### config.mk
export PLATFORM = sky130hd
export DESIGN_NAME = l0_xmem_loader
export DESIGN_NICKNAME = d
export VERILOG_FILES = /design/src/rtl/l0_xmem_loader.sv
export SDC_FILE = /design/constraint.sdc
export NUM_CORES = 1
export LEC_CHECK = 0
export ABC_CLOCK_PERIOD_IN_PS = 1900
export BUFFER_PORTS_ARGS = -buffer_cell sky130_fd_sc_hd__buf_2
export CELL_PAD_IN_SITES_DETAIL_PLACEMENT = 0
export CELL_PAD_IN_SITES_GLOBAL_PLACEMENT = 1
export CORE_MARGIN = 4
export CORE_UTILIZATION = 37
export CTS_BUF_LIST = sky130_fd_sc_hd__clkbuf_4
export CTS_CLUSTER_DIAMETER = 100
export DETAILED_ROUTE_END_ITERATION = 8
export MAX_ROUTING_LAYER = met4
export PLACE_DENSITY = 0.89
export SYNTH_ARGS = -nofsm -noshare
export SYNTH_HDL_FRONTEND = slang
export SYNTH_SLANG_ARGS = --single-unit
### constraint.sdc
create_clock -name clk -period 1.9 [get_ports clk]
set_input_delay 0.095 -clock clk [delete_from_list [all_inputs] [get_ports clk]]
set_output_delay 0.095 -clock clk [all_outputs]
set_load 0.02 [all_outputs]
### src/rtl/l0_xmem_loader.sv
// Streams a programmed run of xmem words into the L0 row buffer, honouring
// L0 backpressure and absorbing the one-cycle SRAM read latency in a skid register.
module l0_xmem_loader #(
  parameter int unsigned row = 8,
  parameter int unsigned bw  = 4,
  parameter int unsigned aw  = 11
) (
  input  logic                clk,
  input  logic                reset,
  input  logic                start,
  input  logic [aw-1:0]       base_addr,
  input  logic [aw:0]         num_vec,
  output logic                xmem_cen,
  output logic [aw-1:0]       xmem_a,
  input  logic [row*bw-1:0]   xmem_q,
  output logic [row*bw-1:0]   l0_in,
  output logic                l0_wr,
  input  logic                l0_full,
  output logic                busy,
  output logic                done
);

  localparam int unsigned DW = row * bw;
  localparam int unsigned CW = aw + 1;

  typedef enum logic [1:0] {IDLE, RUN, DRAIN} state_t;

  state_t          state_q, state_d;
  logic [aw-1:0]   addr_q, addr_d;
  logic [CW-1:0]   rem_rd_q, rem_rd_d;
  logic [CW-1:0]   rem_wr_q, rem_wr_d;
  logic            rd_pend_q, rd_pend_d;
  logic            hold_v_q, hold_v_d;
  logic [DW-1:0]   skid_q, skid_d;
  logic            done_q, done_d;
  logic            issue;

  // State register
  always_ff @(posedge clk or negedge reset) begin
    if (!reset) begin
      state_q   <= IDLE;
      addr_q    <= '0;
      rem_rd_q  <= '0;
      rem_wr_q  <= '0;
      rd_pend_q <= 1'b0;
      hold_v_q  <= 1'b0;
      skid_q    <= '0;
      done_q    <= 1'b0;
    end else begin
      state_q   <= state_d;
      addr_q    <= addr_d;
      rem_rd_q  <= rem_rd_d;
      rem_wr_q  <= rem_wr_d;
      rd_pend_q <= rd_pend_d;
      hold_v_q  <= hold_v_d;
      skid_q    <= skid_d;
      done_q    <= done_d;
    end
  end

  // A returning word bypasses the skid only when nothing is held and L0 has room
  assign l0_wr    = (hold_v_q || rd_pend_q) && !l0_full;
  assign l0_in    = hold_v_q ? skid_q : (rd_pend_q ? xmem_q : '0);
  assign xmem_cen = !issue;
  assign xmem_a   = addr_q;
  assign busy     = (state_q != IDLE);
  assign done     = done_q;

  // Next-state, read issue and counter updates
  always_comb begin
    state_d   = state_q;
    addr_d    = addr_q;
    rem_rd_d  = rem_rd_q;
    rem_wr_d  = rem_wr_q;
    rd_pend_d = 1'b0;
    hold_v_d  = hold_v_q;
    skid_d    = skid_q;
    done_d    = 1'b0;

    issue = (state_q == RUN) && (rem_rd_q != '0) && !l0_full && !hold_v_q
            && !(rd_pend_q && l0_full);

    if (issue) begin
      addr_d    = aw'(addr_q + aw'(1));
      rem_rd_d  = CW'(rem_rd_q - CW'(1));
      rd_pend_d = 1'b1;
    end

    if (hold_v_q && !l0_full) begin
      hold_v_d = 1'b0;
    end else if (rd_pend_q && !hold_v_q && l0_full) begin
      hold_v_d = 1'b1;
      skid_d   = xmem_q;
    end

    if (l0_wr) begin
      rem_wr_d = CW'(rem_wr_q - CW'(1));
      if (rem_wr_q == CW'(1)) done_d = 1'b1;
    end

    case (state_q)
      IDLE: begin
        if (start) begin
          if (num_vec != '0) begin
            addr_d   = base_addr;
            rem_rd_d = num_vec;
            rem_wr_d = num_vec;
            state_d  = RUN;
          end else begin
            done_d = 1'b1;
          end
        end
      end
      RUN: begin
        if (issue && (rem_rd_q == CW'(1))) state_d = DRAIN;
      end
      DRAIN: begin
        if (rem_wr_d == '0) state_d = IDLE;
      end
      default: state_d = IDLE;
    endcase
  end

endmodule

# [Word-level counts from Yosys, hierarchy flattened]
# Cells that the tools add are included.
[word_totals] regBits=72 in_bits=59 out_inout_bits=47 elab_cells=70
[classes] n_addsub=3 n_eq_ne=8 mux=27 n_bitwise=1 n_reduce_logical=23
[op_table] cell="12-bit 2-to-1 mux" n=8
[op_table] cell="32-bit 2-to-1 mux" n=2
[op_table] cell="11-bit 2-to-1 mux" n=4
[op_table] cell="12-bit by 1-bit == test with 1-bit output, second input constant" n=2
[op_table] cell="12-bit nonzero test" n=2
[op_table] cell="12-bit by 1-bit subtractor with 12-bit output, second input constant" n=2
[op_table] cell="12-bit zero test" n=1
[op_table] cell="11-bit by 1-bit adder with 11-bit output, second input constant" n=1
[op_table] cell="1-bit logical AND" n=10
[op_table] cell="1-bit 2-to-1 mux" n=8
[op_table] cell="2-bit 2-to-1 mux" n=4
[op_table] cell="2-bit inequality test, second input constant" n=3
[op_table] cell="2-bit one-hot mux with 3 select lines" n=1
[op_table] cell="1-bit zero test" n=4
[op_table] cell="4-bit AND reduction" n=1
[op_table] cell="2-bit nonzero test" n=2
[op_table] cell="2-bit by 1-bit == test with 1-bit output, second input constant" n=1
[op_table] cell="2-bit == test, second input constant" n=1
[op_table] cell="2-bit zero test" n=1
[op_table] cell="2-bit by 1-bit inequality test with 1-bit output, second input constant" n=1
[op_table] cell="2-bit AND reduction" n=1
[op_table] cell="1-bit logical OR" n=1
[op_table] cell="1-bit NOT" n=1

# [Depth between registers and ports, before layout]
# Gate-level depths: netlist of the first run.
[depth] ltp_word=9 ltp_mapped=8 mapped_depth_nobuf=7

# [Worst setup path after synthesis of the first run]
# No wires, ideal clock.
[synth_timing] kind="register to register" from="register hold_v_q" to="register addr_q[8] (netlist: xmem_a[8])" setup_time_ns=0.082 arrival_time_ns=1.953 t_required_ns=1.818 slack_ns=-0.135 path_stages_with_launch=8 n_path_buf=2 period_less_slack_ns=2.035 cell_sequence="dfrtp_1 buf_6 or4b_4 buf_6 a31oi_4 nand3_2 or3_1 a31oi_1"
[synth_via] elab_chain_cells=7
[synth_rtl] item="from (decl)" line_no="33" text="logic hold_v_q, hold_v_d;"
[synth_rtl] item="from (signal assigned)" line_no="55" text="hold_v_q <= hold_v_d;"
[synth_rtl] item="1-bit zero test *" line_no="80" text="issue = (state_q == RUN) && (rem_rd_q != '0) && !l0_full && !hold_v_q"
[synth_rtl] item="1-bit logical AND *" line_no="80"
[synth_rtl] item="1-bit logical AND *" line_no="81" text="&& !(rd_pend_q && l0_full);"
[synth_rtl] item="via issue" line_no="36" text="logic issue;"
[synth_rtl] item="11-bit 2-to-1 mux *" line_no="83" text="if (issue) begin"
[synth_rtl] item="11-bit 2-to-1 mux" line_no="104" text="if (num_vec != '0) begin"
[synth_rtl] item="11-bit 2-to-1 mux" line_no="103" text="if (start) begin"
[synth_rtl] item="11-bit 2-to-1 mux *" line_no="101" text="case (state_q)"
[synth_rtl] item="via addr_d[8]" line_no="29" text="logic [aw-1:0] addr_q, addr_d;"
[synth_rtl] item="to (signal assigned)" line_no="51" text="addr_q <= addr_d;"
[synth_rtl] item="to (decl)" line_no="29"
# Mark *: on every way through the listed nets, which the timed path passes. The rest lies on a longest branch.
# A chain may end at the register's enable or synchronous reset.

# [Worst setup path in the final report of the first run]
[layout_timing] from="input port l0_full" to="register rem_rd_q[5]"
[layout_via] elab_chain_cells=8 elab_cells_between_ends=10 classes_between="mux: 4; reduce/logical: 6"
[layout_rtl] item="from (decl)" line_no="18" text="input logic l0_full,"
[layout_rtl] item="1-bit zero test" line_no="80"
[layout_rtl] item="1-bit logical AND (2 in a row)" line_no="80"
[layout_rtl] item="1-bit logical AND *" line_no="81"
[layout_rtl] item="12-bit 2-to-1 mux *" line_no="83"
[layout_rtl] item="12-bit 2-to-1 mux" line_no="104"
[layout_rtl] item="12-bit 2-to-1 mux" line_no="103"
[layout_rtl] item="12-bit 2-to-1 mux *" line_no="101"
[layout_rtl] item="via rem_rd_d[5]" line_no="30" text="logic [CW-1:0] rem_rd_q, rem_rd_d;"
[layout_rtl] item="to (signal assigned)" line_no="52" text="rem_rd_q <= rem_rd_d;"
[layout_rtl] item="to (decl)" line_no="30"
# Marked as above.

==> run_results.csv, run 1 <==
group,metric,value,unit
outcome,status,"finished with violations",
outcome,failed_checks,"negative setup slack",
detailed_routing,vias,3638,
detailed_routing,wl_per_cell,16.97,um
power_and_ir_drop,p_leak,2.562,nW
detailed_routing,dr.pass1.iters,5,
global_routing,grt_pass1_vias,3575,
layout,nets,615,
timing,drv_slew,0,
clock_tree,clkSinkCount,72,
synth,synth_top_family_by_area,"compound AO/OA/AOI/OAI gates",
global_routing,grt_pass1_wl,16890,um
power_and_ir_drop,clkPwrFrac,0.196,
detailed_routing,drtIter0Drc,208,
synth,synth_mux_area_frac,0.09766,
timing,period_needed,1.971,ns
floorplan,boundaryPins,106,
timing,holdWs,0.1986,ns
synth,synthFlopType,"dfrtp_1",
synth,yosys_warnings,0,
min_path,hold_start,"start",
place,gp_congestion,0.8308,
power_and_ir_drop,peakVddDrop,0.6985,mV
synth,syn_avg_cell_area,10.62,um^2
global_routing,grt_overflow,0,
min_path,min_path_type,"in2reg",
place,dp.cells,607,
synth,ys_types,49,
setup_path,start_kind,"input port",
layout,area_growth,56.52,%
timing,tns,-0.9220,ns
clock_tree,cts_buffer_depth,2,
synth,synth_area_leaders,"dfrtp_1 48%, mux2_2 9.5%, a22o_1 7.4%, xnor2_1 2.8%, xor2_1 2.8%",
place,dp_hpwl,7024,um
synth,synthTopCellsByCount,"72 x dfrtp_1, 32 x a22o_1, 32 x mux2_2",
setup_path,crit_arrival,2.31,ns
global_routing,grt_usage,0.1844,
timing,worst_slack,-0.07143,ns
clock_tree,cts_max_level,3,
synth,yosys_register_bits,72,
layout,fin_area,5936,um^2
clock_tree,cts_tree,"built",
synth,synth_top_area_share,0.4751,
setup_path,crit_start,"l0_full",
synth,ys_seq_area_frac,0.4751,
setup_path,r2r_start,"hold_v_q$_DFFE_PN0P_",
synth,synth_fa_ha_area_frac,0.01650,
synth,synth-edff-count,0,
layout,multi_input_area,2034,um^2
synth,yosysTopAreaCell,"dfrtp_1",
synth,synthXorXnorAreaFrac,0.05543,
synth,syn-num-nets,421,
power_and_ir_drop,switching_share,0.3649,
power_and_ir_drop,p_sw,0.002530,W
global_routing,antenna_found_initial,0,
detailed_routing,detail-route-antenna-nets,0,
setup_path,worstPathRequired,2.24,ns
timing,hold_violations,0,
clock_tree,cts-root-buf,"clkbuf_4",
synth,syn_inst,357,
floorplan,initial_core_util,0.3844,
clock_tree,clk-insertion-delay-late,0.42,ns
timing,period_share,1.038,
floorplan,std_cell_rows,36,
timing,relSlewSlack,0.7391,
power_and_ir_drop,pwr-share-comb,0.422,
setup_path,cp-end-kind,"flop",
floorplan,die_y,109.2,um
synth,yosysMostFrequentCell,"dfrtp_1",
place,port_buffers,105,
layout,seq_area,1802,um^2
place,dpl_cell_area,4688,um^2
setup_path,worstSetupPathType,"in2reg",
setup_path,crit_fanout,5,
detailed_routing,routed_wl,11690,um
layout,fin_cells,689,
timing,clock.fmax,0.5072,GHz
synth,synthSimpleGateAreaFrac,0.1584,
timing,fin_skew,0.01190,ns
synth,synth_compound_area_frac,0.1653,
clock_tree,cts_buffers,9,
layout,nFillCells,761,
power_and_ir_drop,design_power_total,0.006933,W
detailed_routing,via_per_inst,5.280,
power_and_ir_drop,p_per_area,1168,nW/um^2
power_and_ir_drop,internal-power,0.004403,W
setup_path,r2r_slack,-0.06,ns
floorplan,die_area,11930,um^2
layout,n_antenna_cell,0,
synth,async_flop_share,1.000,
floorplan,core-area,9864,um^2
flow_run,cap_violations,0,
floorplan,die_w,109.2,um
timing,setup_viol,33,
timing,worstMarginPinSlew,0.3914,ns
timing,rsz0062_at_grt,"yes",
synth,netlist_area,3792,um^2
global_routing,grt_max_degree,73,
layout,drive_gt1_frac,0.4173,
clock_tree,clkSlewWorstSetupHoldPaths,0.12,ns
power_and_ir_drop,p_seq_frac,0.381,
detailed_routing,drc,0,
registers in the layout, indices dropped and copies added (netlist names):
name	count
state_q	2
rd_pend_q	1
done	1
xmem_a	11
rem_wr_q	12
rem_rd_q	12
hold_v_q	1
skid_q	32
power by group through the flow:
stage	Sequential [W]	Clock, W	Combinational, W
detailed placement	0.00259	0	0.00240
floorplan	0.00270	0	0.00136
global route	0.00272	0.00145	0.00318
CTS	0.00257	0.00140	0.00255
global placement	0.00255	0	0.00233
finish	0.00264	0.00136	0.00293
worst max-delay path, cell delays in order:
cell and delay (ns):
dlygate4sd3_1 0.56, buf_2 0.16, or4b_4 0.58, buf_6 0.15, nor4_4 0.16, nand2_1 0.11, or3_1 0.33, a31oi_1 0.16
cells by family (layout without fill, tap and decap cells):
kind of cell,after synthesis,in the layout
adders and majority gates,5,5
AOI/OAI and AO/OA,87,87
muxes,33,33
xor gates and xnor gates,24,24
DFF,72,72
and+or+nand+nor,108,108
buffers and inverters,28,227
metrics by stage:
step	setup slack (ns)	utilization
floorplan	-0.1344	-
global placement	0.03637	0.4753
detailed placement	-0.03340	0.4753
CTS	-0.1022	0.5613
global route	-0.1581	0.6017
finish	-0.07143	0.6017
worst paths after layout:
path | to | cells after the start
max | rem_rd_q[5]$_DFF_PN0_ | 8
min | done$_DFF_PN0_ | 6
max reg2reg | rem_rd_q[5]$_DFF_PN0_ | 6
min reg2reg | skid_q[21]$_DFFE_PN0P_ | 1
max in group asynchronous | xmem_a[7]$_DFF_PN0_ | 3
min in group asynchronous | skid_q[10]$_DFFE_PN0P_ | 3
area by class of cell:
class                           instances  area share
Clock buffer                           10     0.01265
Clock inverter                          6     0.02213
Inverter                                7    0.004848
Multi-Input combinational cell        257      0.3427
Sequential cell                        72      0.3035
Tap cell                              133     0.02804
Timing Repair Buffer                  204      0.2860
repair_timing:
action,CTS,global route
gates resized for setup,12,97
gates cloned,0,1
endpoints found under the hold margin,140,0
hold buffers,57,0
buffers inserted,4,4
pin swaps,6,8
endpoints found under the setup margin,36,58
placed cells by master (no fill, tap or decap), types with 2 or more instances in the layout:
| cell | count |
|---|---|
| buf_4 | 36 |
| nor3_1 | 4 |
| a22o_1 | 32 |
| nand2b_1 | 2 |
| or4_4 | 2 |
| or2_2 | 4 |
| dlygate4sd3_1 | 57 |
| and3_1 | 2 |
| or3_1 | 3 |
| nor4_1 | 4 |
| o21ai_1 | 6 |
| buf_12 | 5 |
| or3b_2 | 2 |
| nand3_2 | 5 |
| nand3_1 | 7 |
| bufinv_16 | 4 |
| mux2_2 | 32 |
| nor4_4 | 3 |
| buf_2 | 72 |
| xnor2_1 | 12 |
| buf_6 | 33 |
| a21oi_1 | 15 |
| inv_1 | 5 |
| clkbuf_4 | 10 |
| o211ai_1 | 5 |
| a31oi_1 | 4 |
| o21ai_0 | 12 |
| nor3_2 | 3 |
| nand4_1 | 5 |
| dfrtp_1 | 72 |
| xor2_1 | 12 |
| ha_1 | 4 |
| nor4_2 | 5 |
| nor2_1 | 18 |
| o21a_1 | 3 |
| nand2_1 | 26 |
per-layer routing:
layer,up-vias,GRT usage,part of all wire
li1,1711,-,-
met1,1774,0.2204,0.42
met2,136,0.3092,0.51
met3,17,0.04085,0.056
met4,0,0.06144,0.017
met5,-,-,0
Power figures use the tool's default switching activity.
==> run 2: changes to the inputs <==
--- a/config.mk
+++ b/config.mk
@@ -5,10 +5,11 @@
 export SDC_FILE = /design/constraint.sdc
 export NUM_CORES = 1
 export LEC_CHECK = 0
-export ABC_CLOCK_PERIOD_IN_PS = 1900
+export ABC_CLOCK_PERIOD_IN_PS = 1750
 export BUFFER_PORTS_ARGS = -buffer_cell sky130_fd_sc_hd__buf_2
 export CELL_PAD_IN_SITES_DETAIL_PLACEMENT = 0
 export CELL_PAD_IN_SITES_GLOBAL_PLACEMENT = 1
+export CORE_ASPECT_RATIO = 1.75
 export CORE_MARGIN = 4
 export CORE_UTILIZATION = 37
 export CTS_BUF_LIST = sky130_fd_sc_hd__clkbuf_4
==> constraint.sdc (replaced) <==
create_clock -name clk -period 1.75 [get_ports clk]
set_input_delay 0.0875 -clock clk [delete_from_list [all_inputs] [get_ports clk]]
set_output_delay 0.0875 -clock clk [all_outputs]
set_load 0.02 [all_outputs]
==> run 2 against run 1 <==
- the run still ends with negative setup slack left
- final area down 1.1%
- worst hold slack better by 0.0092 ns
- combinational power up 13%
- global-route usage up 0.47 points
- critical path type is now reg2out
- critical endpoint is now xmem_cen
- largest cell class unchanged
- highest routed layer unchanged
==> run_results.csv, run 2 (same netlist as run 1, synthesis figures left out) <==
group,metric,value,unit
outcome,status,"finished with violations",
outcome,failed_checks,"negative setup slack",
place,place_ws,-0.1934,ns
setup_path,worstPathCellList,"or4b_4 -> a31oi_4 -> buf_6 -> inv_4 -> buf_6",
setup_path,cp_top_family,"simple AND/OR/NAND/NOR gates",
timing,fin_skew,0.01671,ns
clock_tree,cts_max_level,3,
floorplan,std_cell_rows,48,
min_path,hold_depth,6,
power_and_ir_drop,pwr-share-comb,0.476,
detailed_routing,detail-route-antenna-nets,0,
place,dp_hpwl,7544,um
clock_tree,cts_tree,"built",
power_and_ir_drop,p_sw,0.002630,W
setup_path,cp-end-kind,"output port",
setup_path,cp_slowest_cell,"or4b_4",
detailed_routing,drc,0,
layout,n_antenna_cell,0,
layout,nets,638,
timing,setup_viol,48,
timing,worstMarginPinSlew,0.5012,ns
timing,relSlewSlack,0.6659,
timing,worst_slack,-0.2057,ns
power_and_ir_drop,clkPwrFrac,0.127,
detailed_routing,routed_wl,11260,um
global_routing,grt_pass1_vias,3830,
layout,largest_register_ffs,32,
timing,period_needed,1.956,ns
timing,rsz0062_at_grt,"yes",
floorplan,initial_core_util,0.3804,
global_routing,antenna_found_initial,0,
layout,regMostFlops,"skid_q",
setup_path,crit_arrival,1.87,ns
place,gp_congestion,0.8869,
detailed_routing,drtIter0Drc,109,
power_and_ir_drop,p_leak,2.607,nW
detailed_routing,dr.pass1.iters,5,
floorplan,boundaryPins,106,
layout,drive_gt1_frac,0.4585,
power_and_ir_drop,p_seq_frac,0.397,
global_routing,grt_usage,0.1891,
setup_path,start_kind,"flop",
global_routing,grt_pass1_wl,17690,um
power_and_ir_drop,switching_share,0.3791,
setup_path,cpMostUsedCell,"buf_6",
clock_tree,clk-insertion-delay-late,0.41,ns
timing,period_share,1.118,
timing,hold_violations,0,
setup_path,cp.depth,5,
power_and_ir_drop,design_power_total,0.006937,W
clock_tree,cts_buffers,9,
global_routing,grt_max_degree,41,
timing,clock.fmax,0.5113,GHz
clock_tree,cts-root-buf,"clkbuf_4",
flow_run,cap_violations,0,
clock_tree,clkSlewWorstSetupHoldPaths,0.11,ns
floorplan,core-area,9970,um^2
setup_path,slowest_delay,0.57,ns
clock_tree,clkSinkCount,72,
detailed_routing,via_per_inst,5.232,
layout,final_common_cell,"buf_2",
power_and_ir_drop,p_per_area,1182,nW/um^2
setup_path,r2r_cells,7,
clock_tree,cts_buffer_depth,2,
setup_path,critPathBufInv,3,
layout,final_cell_mix,"104 x buf_2, 72 x dfrtp_1, 57 x dlygate4sd3_1",
layout,reg_top3,"skid_q: 32 flops, rem_rd_q: 12 flops, rem_wr_q: 12 flops",
power_and_ir_drop,internal-power,0.004307,W
min_path,min_path_type,"in2reg",
layout,area_growth,54.80,%
detailed_routing,wl_per_cell,16.01,um
detailed_routing,vias,3678,
floorplan,die_y,141.9,um
place,port_buffers,105,
floorplan,die_area,12000,um^2
floorplan,die_w,84.53,um
setup_path,worstSetupPathType,"reg2out",
global_routing,grt_overflow,0,
setup_path,worstPathRequired,1.66,ns
layout,nFillCells,839,
power_and_ir_drop,peakVddDrop,0.8703,mV
timing,tns,-4.236,ns
setup_path,crit_fanout,3,
timing,drv_slew,0,
==> run 2: changes by cell type in the layout (fill, tap and decap cells not counted), sizes merged <==
| cell | previous run | this run |
|---|---|---|
| bufinv | 4 | 0 |
| clkinv | 1 | 2 |
| clkinvlp | 1 | 0 |
| clkbuf | 11 | 14 |
| buf | 146 | 169 |
==> run 2: worst reg2reg max path, delay by kind of cell, from the launching register on <==
family                 cells  cell delay, ns
AND/OR/NAND/NOR            3            0.81
flip-flops                 1            0.42
AO/OA/AOI/OAI              1            0.14
XOR/XNOR                   1            0.16
buffers and inverters      2            0.34
==> run 2: final cells by class <==
type	instances	area, um^2	area share
flip-flops and latches	72	1802	0.3069
well taps	125	156.4	0.02664
inverters	7	28.78	0.004902
repair buffers	227	1684	0.2869
multi-input cells	257	2095	0.3568
clock inverters	2	7.507	0.001279
clock buffers	13	97.59	0.01662
==> run 2: final timing paths <==
path	from	to	slack, ns
max	hold_v_q$_DFFE_PN0P_	xmem_cen	-0.21
min	start	rem_wr_q[1]$_DFF_PN0_	0.21
max reg2reg	hold_v_q$_DFFE_PN0P_	rem_rd_q[7]$_DFF_PN0_	-0.19
min reg2reg	skid_q[3]$_DFFE_PN0P_	skid_q[3]$_DFFE_PN0P_	0.51
max in group asynchronous	reset	skid_q[0]$_DFFE_PN0P_	1.11
min in group asynchronous	reset	skid_q[13]$_DFFE_PN0P_	0.25
==> run 2: layer usage <==
metal  GRT usage  part of all wire  vias to the layer above
met3     0.03592             0.045                       30
met5           -                 0                        -
met4     0.09925             0.034                        0
met2      0.3432              0.55                      124
li1            -                 -                     1760
met1      0.1888              0.37                     1764
==> run 2: repair_timing <==
item	in CTS	in global routing
resized for setup	24	34
endpoints found under the hold margin	139	0
setup endpoints to repair	64	98
gates cloned	0	1
pin swaps	8	10
setup buffers	6	5
hold buffers	57	0
==> run 2: metrics by stage <==
stage	std cells	cell area, um^2	hold WS [ns]	utilization
finish	703	5871	0.2078	0.5889
global route	703	5871	0.1998	0.5889
CTS	697	5687	0.1804	0.5704
detailed placement	619	4866	0.1557	0.4881
global placement	619	4866	0.1559	0.4881
floorplan	357	3837	-0.2081	-
==> run 2: power groups by stage <==
stage	Clock [W]	Sequential (W)	Combinational (W)
CTS	0.000927	0.00273	0.00311
global placement	0	0.00272	0.00285
finish	0.000880	0.00275	0.00330
floorplan	0	0.00296	0.00151
detailed placement	0	0.00276	0.00292
global route	0.000992	0.00284	0.00358
==> run 3: changes to the inputs <==
--- a/config.mk
+++ b/config.mk
@@ -17,6 +17,8 @@
 export DETAILED_ROUTE_END_ITERATION = 8
 export MAX_ROUTING_LAYER = met4
 export PLACE_DENSITY = 0.89
+export REMOVE_ABC_BUFFERS = 1
+export SKIP_LAST_GASP = 1
 export SYNTH_ARGS = -nofsm -noshare
 export SYNTH_HDL_FRONTEND = slang
 export SYNTH_SLANG_ARGS = --single-unit
==> run 3 against run 2 <==
- the flow still finishes with violations (negative setup slack)
- utilization grew 2.2 points
- register-to-register slack worse by 0.04 ns
- count of clock-buffer cells in the layout decreased by 3
- die area unchanged
- power up 7.5%
- critical path depth rose by 1
- clock power grew 51%
- maximum frequency is 2.3% lower
- critical path type unchanged
==> run_results.csv, run 3 (same netlist as run 1, synthesis figures left out) <==
group,metric,value,unit
outcome,status,"finished with violations",
outcome,failed_checks,"negative setup slack",
clock_tree,cts_tree,"built",
layout,fin_cells,709,
place,dp.cells,621,
global_routing,grt_overflow,0,
detailed_routing,via_per_inst,5.316,
setup_path,cp-end-kind,"output port",
global_routing,grt_pass1_wl,18060,um
setup_path,r2r_slack,-0.23,ns
place,port_buffers,105,
timing,worst_slack,-0.2511,ns
layout,drive_gt1_frac,0.4460,
layout,largest_register_ffs,32,
floorplan,initial_core_util,0.3804,
place,place_ws,-0.2069,ns
detailed_routing,dr.pass1.iters,4,
layout,final_common_cell,"buf_2",
flow_run,cap_violations,0,
timing,holdWs,0.1309,ns
clock_tree,cts_buffer_depth,2,
timing,relSlewSlack,0.7509,
place,gp_congestion,0.8880,
setup_path,crit_fanout,18,
setup_path,r2r_cells,6,
layout,reg_top3,"skid_q: 32 flops, rem_rd_q: 12 flops, rem_wr_q: 12 flops",
power_and_ir_drop,peakVddDrop,0.6767,mV
floorplan,std_cell_rows,48,
layout,nets,642,
timing,period_share,1.143,
setup_path,r2r_end,"rem_rd_q[5]$_DFF_PN0_",
power_and_ir_drop,p_leak,2.705,nW
setup_path,r2r_start,"hold_v_q$_DFFE_PN0P_",
global_routing,grt_usage,0.1944,
timing,worstMarginPinSlew,0.3736,ns
setup_path,critPathCapture,"l0_in[22]",
timing,tns,-9.703,ns
setup_path,crit_arrival,1.91,ns
timing,fin_skew,0.01999,ns
setup_path,crit_start,"hold_v_q$_DFFE_PN0P_",
power_and_ir_drop,design_power_total,0.007455,W
setup_path,slowest_delay,0.40,ns
timing,period_needed,2.001,ns
timing,hold_violations,0,
setup_path,worstPathRequired,1.66,ns
floorplan,die_y,141.9,um
clock_tree,cts_max_level,3,
floorplan,boundaryPins,106,
detailed_routing,drtIter0Drc,128,
global_routing,grt_pass1_vias,3823,
setup_path,worstPathCellList,"buf_4 -> buf_12 -> nor2b_4 -> clkbuf_16 -> a22o_1 -> buf_2",
setup_path,worstSetupPathType,"reg2out",
clock_tree,cts_buffers,9,
clock_tree,clkSinkCount,72,
floorplan,die_area,12000,um^2
detailed_routing,wl_per_cell,17.60,um
layout,regMostFlops,"skid_q",
global_routing,grt_max_degree,40,
timing,clock.fmax,0.4997,GHz
place,dp_hpwl,7846,um
clock_tree,cts-root-buf,"clkbuf_4",
detailed_routing,routed_wl,12480,um
timing,drv_slew,0,
setup_path,start_kind,"flop",
clock_tree,clkSlewWorstSetupHoldPaths,0.12,ns
clock_tree,clk-insertion-delay-late,0.43,ns
layout,nFillCells,792,
detailed_routing,drc,0,
power_and_ir_drop,p_per_area,1225,nW/um^2
global_routing,antenna_found_initial,1,
timing,setup_viol,56,
layout,final_cell_mix,"87 x buf_2, 72 x dfrtp_1, 58 x buf_4",
layout,area_growth,60.51,%
min_path,min_path_type,"in2async",
timing,rsz0062_at_grt,"yes",
floorplan,die_w,84.53,um
setup_path,cp_slowest_cell,"dfrtp_1",
detailed_routing,vias,3769,
floorplan,core-area,9970,um^2
detailed_routing,detail-route-antenna-nets,0,
==> run 3: cell count changes in the layout (fill, tap and decap cells not counted), moves of 3 or more <==
cell and delta:
buf_6 +9, clkbuf_4 -3, buf_4 +5, clkbuf_16 +3, buf_2 -17, bufinv_16 +3, buf_12 +3
==> run 3: power by group <==
| part | switching [W] | internal [W] | total [W] |
|---|---|---|---|
| Clock | 0.000593 | 0.000735 | 0.00133 |
| Sequential | 0.000520 | 0.00228 | 0.00280 |
| Combinational | 0.00162 | 0.00170 | 0.00333 |
==> run 3: stage by stage <==
| step | utilization | instance area, um^2 |
|---|---|---|
| finish | 0.6106 | 6087 |
| floorplan | - | 3699 |
| global placement | 0.4878 | 4863 |
| detailed placement | 0.4878 | 4863 |
| global route | 0.6106 | 6087 |
| CTS | 0.5724 | 5707 |
==> run 3: worst max-delay path, delay by kind of cell (launching register included) <==
family                 cells  cell delay, ns
buffers and inverters      4            0.73
DFF                        1            0.40
AOI/OAI and AO/OA          1            0.13
and+or+nand+nor            1            0.24
==> run 3: worst min-delay path by stage <==
stage,endpoint,slack [ns],cells past startpoint
floorplan,done$_DFF_PN0_,-0.21,0
global placement,skid_q[23]$_DFFE_PN0P_,0.02,1
detailed placement,skid_q[23]$_DFFE_PN0P_,0.03,1
CTS,skid_q[6]$_DFFE_PN0P_,0.08,2
global route,skid_q[17]$_DFFE_PN0P_,0.14,2
finish,skid_q[28]$_DFFE_PN0P_,0.13,2
==> run 3: repair_timing <==
action                                  CTS  global route
pin swaps                                 8            16
buffers inserted                          4             5
endpoints found under the hold margin   140             0
gates cloned                              0             5
resized for setup                        21            62
endpoints found under the setup margin   64            99
hold buffers                             57             0
==> run 3: cell type report <==
cell class | instances | area, um^2 | share of cell area
clock buffer | 10 | 75.07 | 0.01233
clock inverter | 6 | 107.6 | 0.01768
inverter | 7 | 28.78 | 0.004728
tap | 125 | 156.4 | 0.02569
sequential | 72 | 1802 | 0.2960
antenna | 1 | 2.502 | 0.0004111
timing repair buffer | 230 | 1873 | 0.3077
multi-input combinational | 258 | 2042 | 0.3355
==> run 3: layer usage <==
layer  GRT usage  routed length [um]  up-vias
met5           -                   0        -
met2      0.3527                6885      123
met3     0.03302                 544       21
li1            -                   -     1767
met4     0.09174                 391        0
met1      0.2010                4658     1858
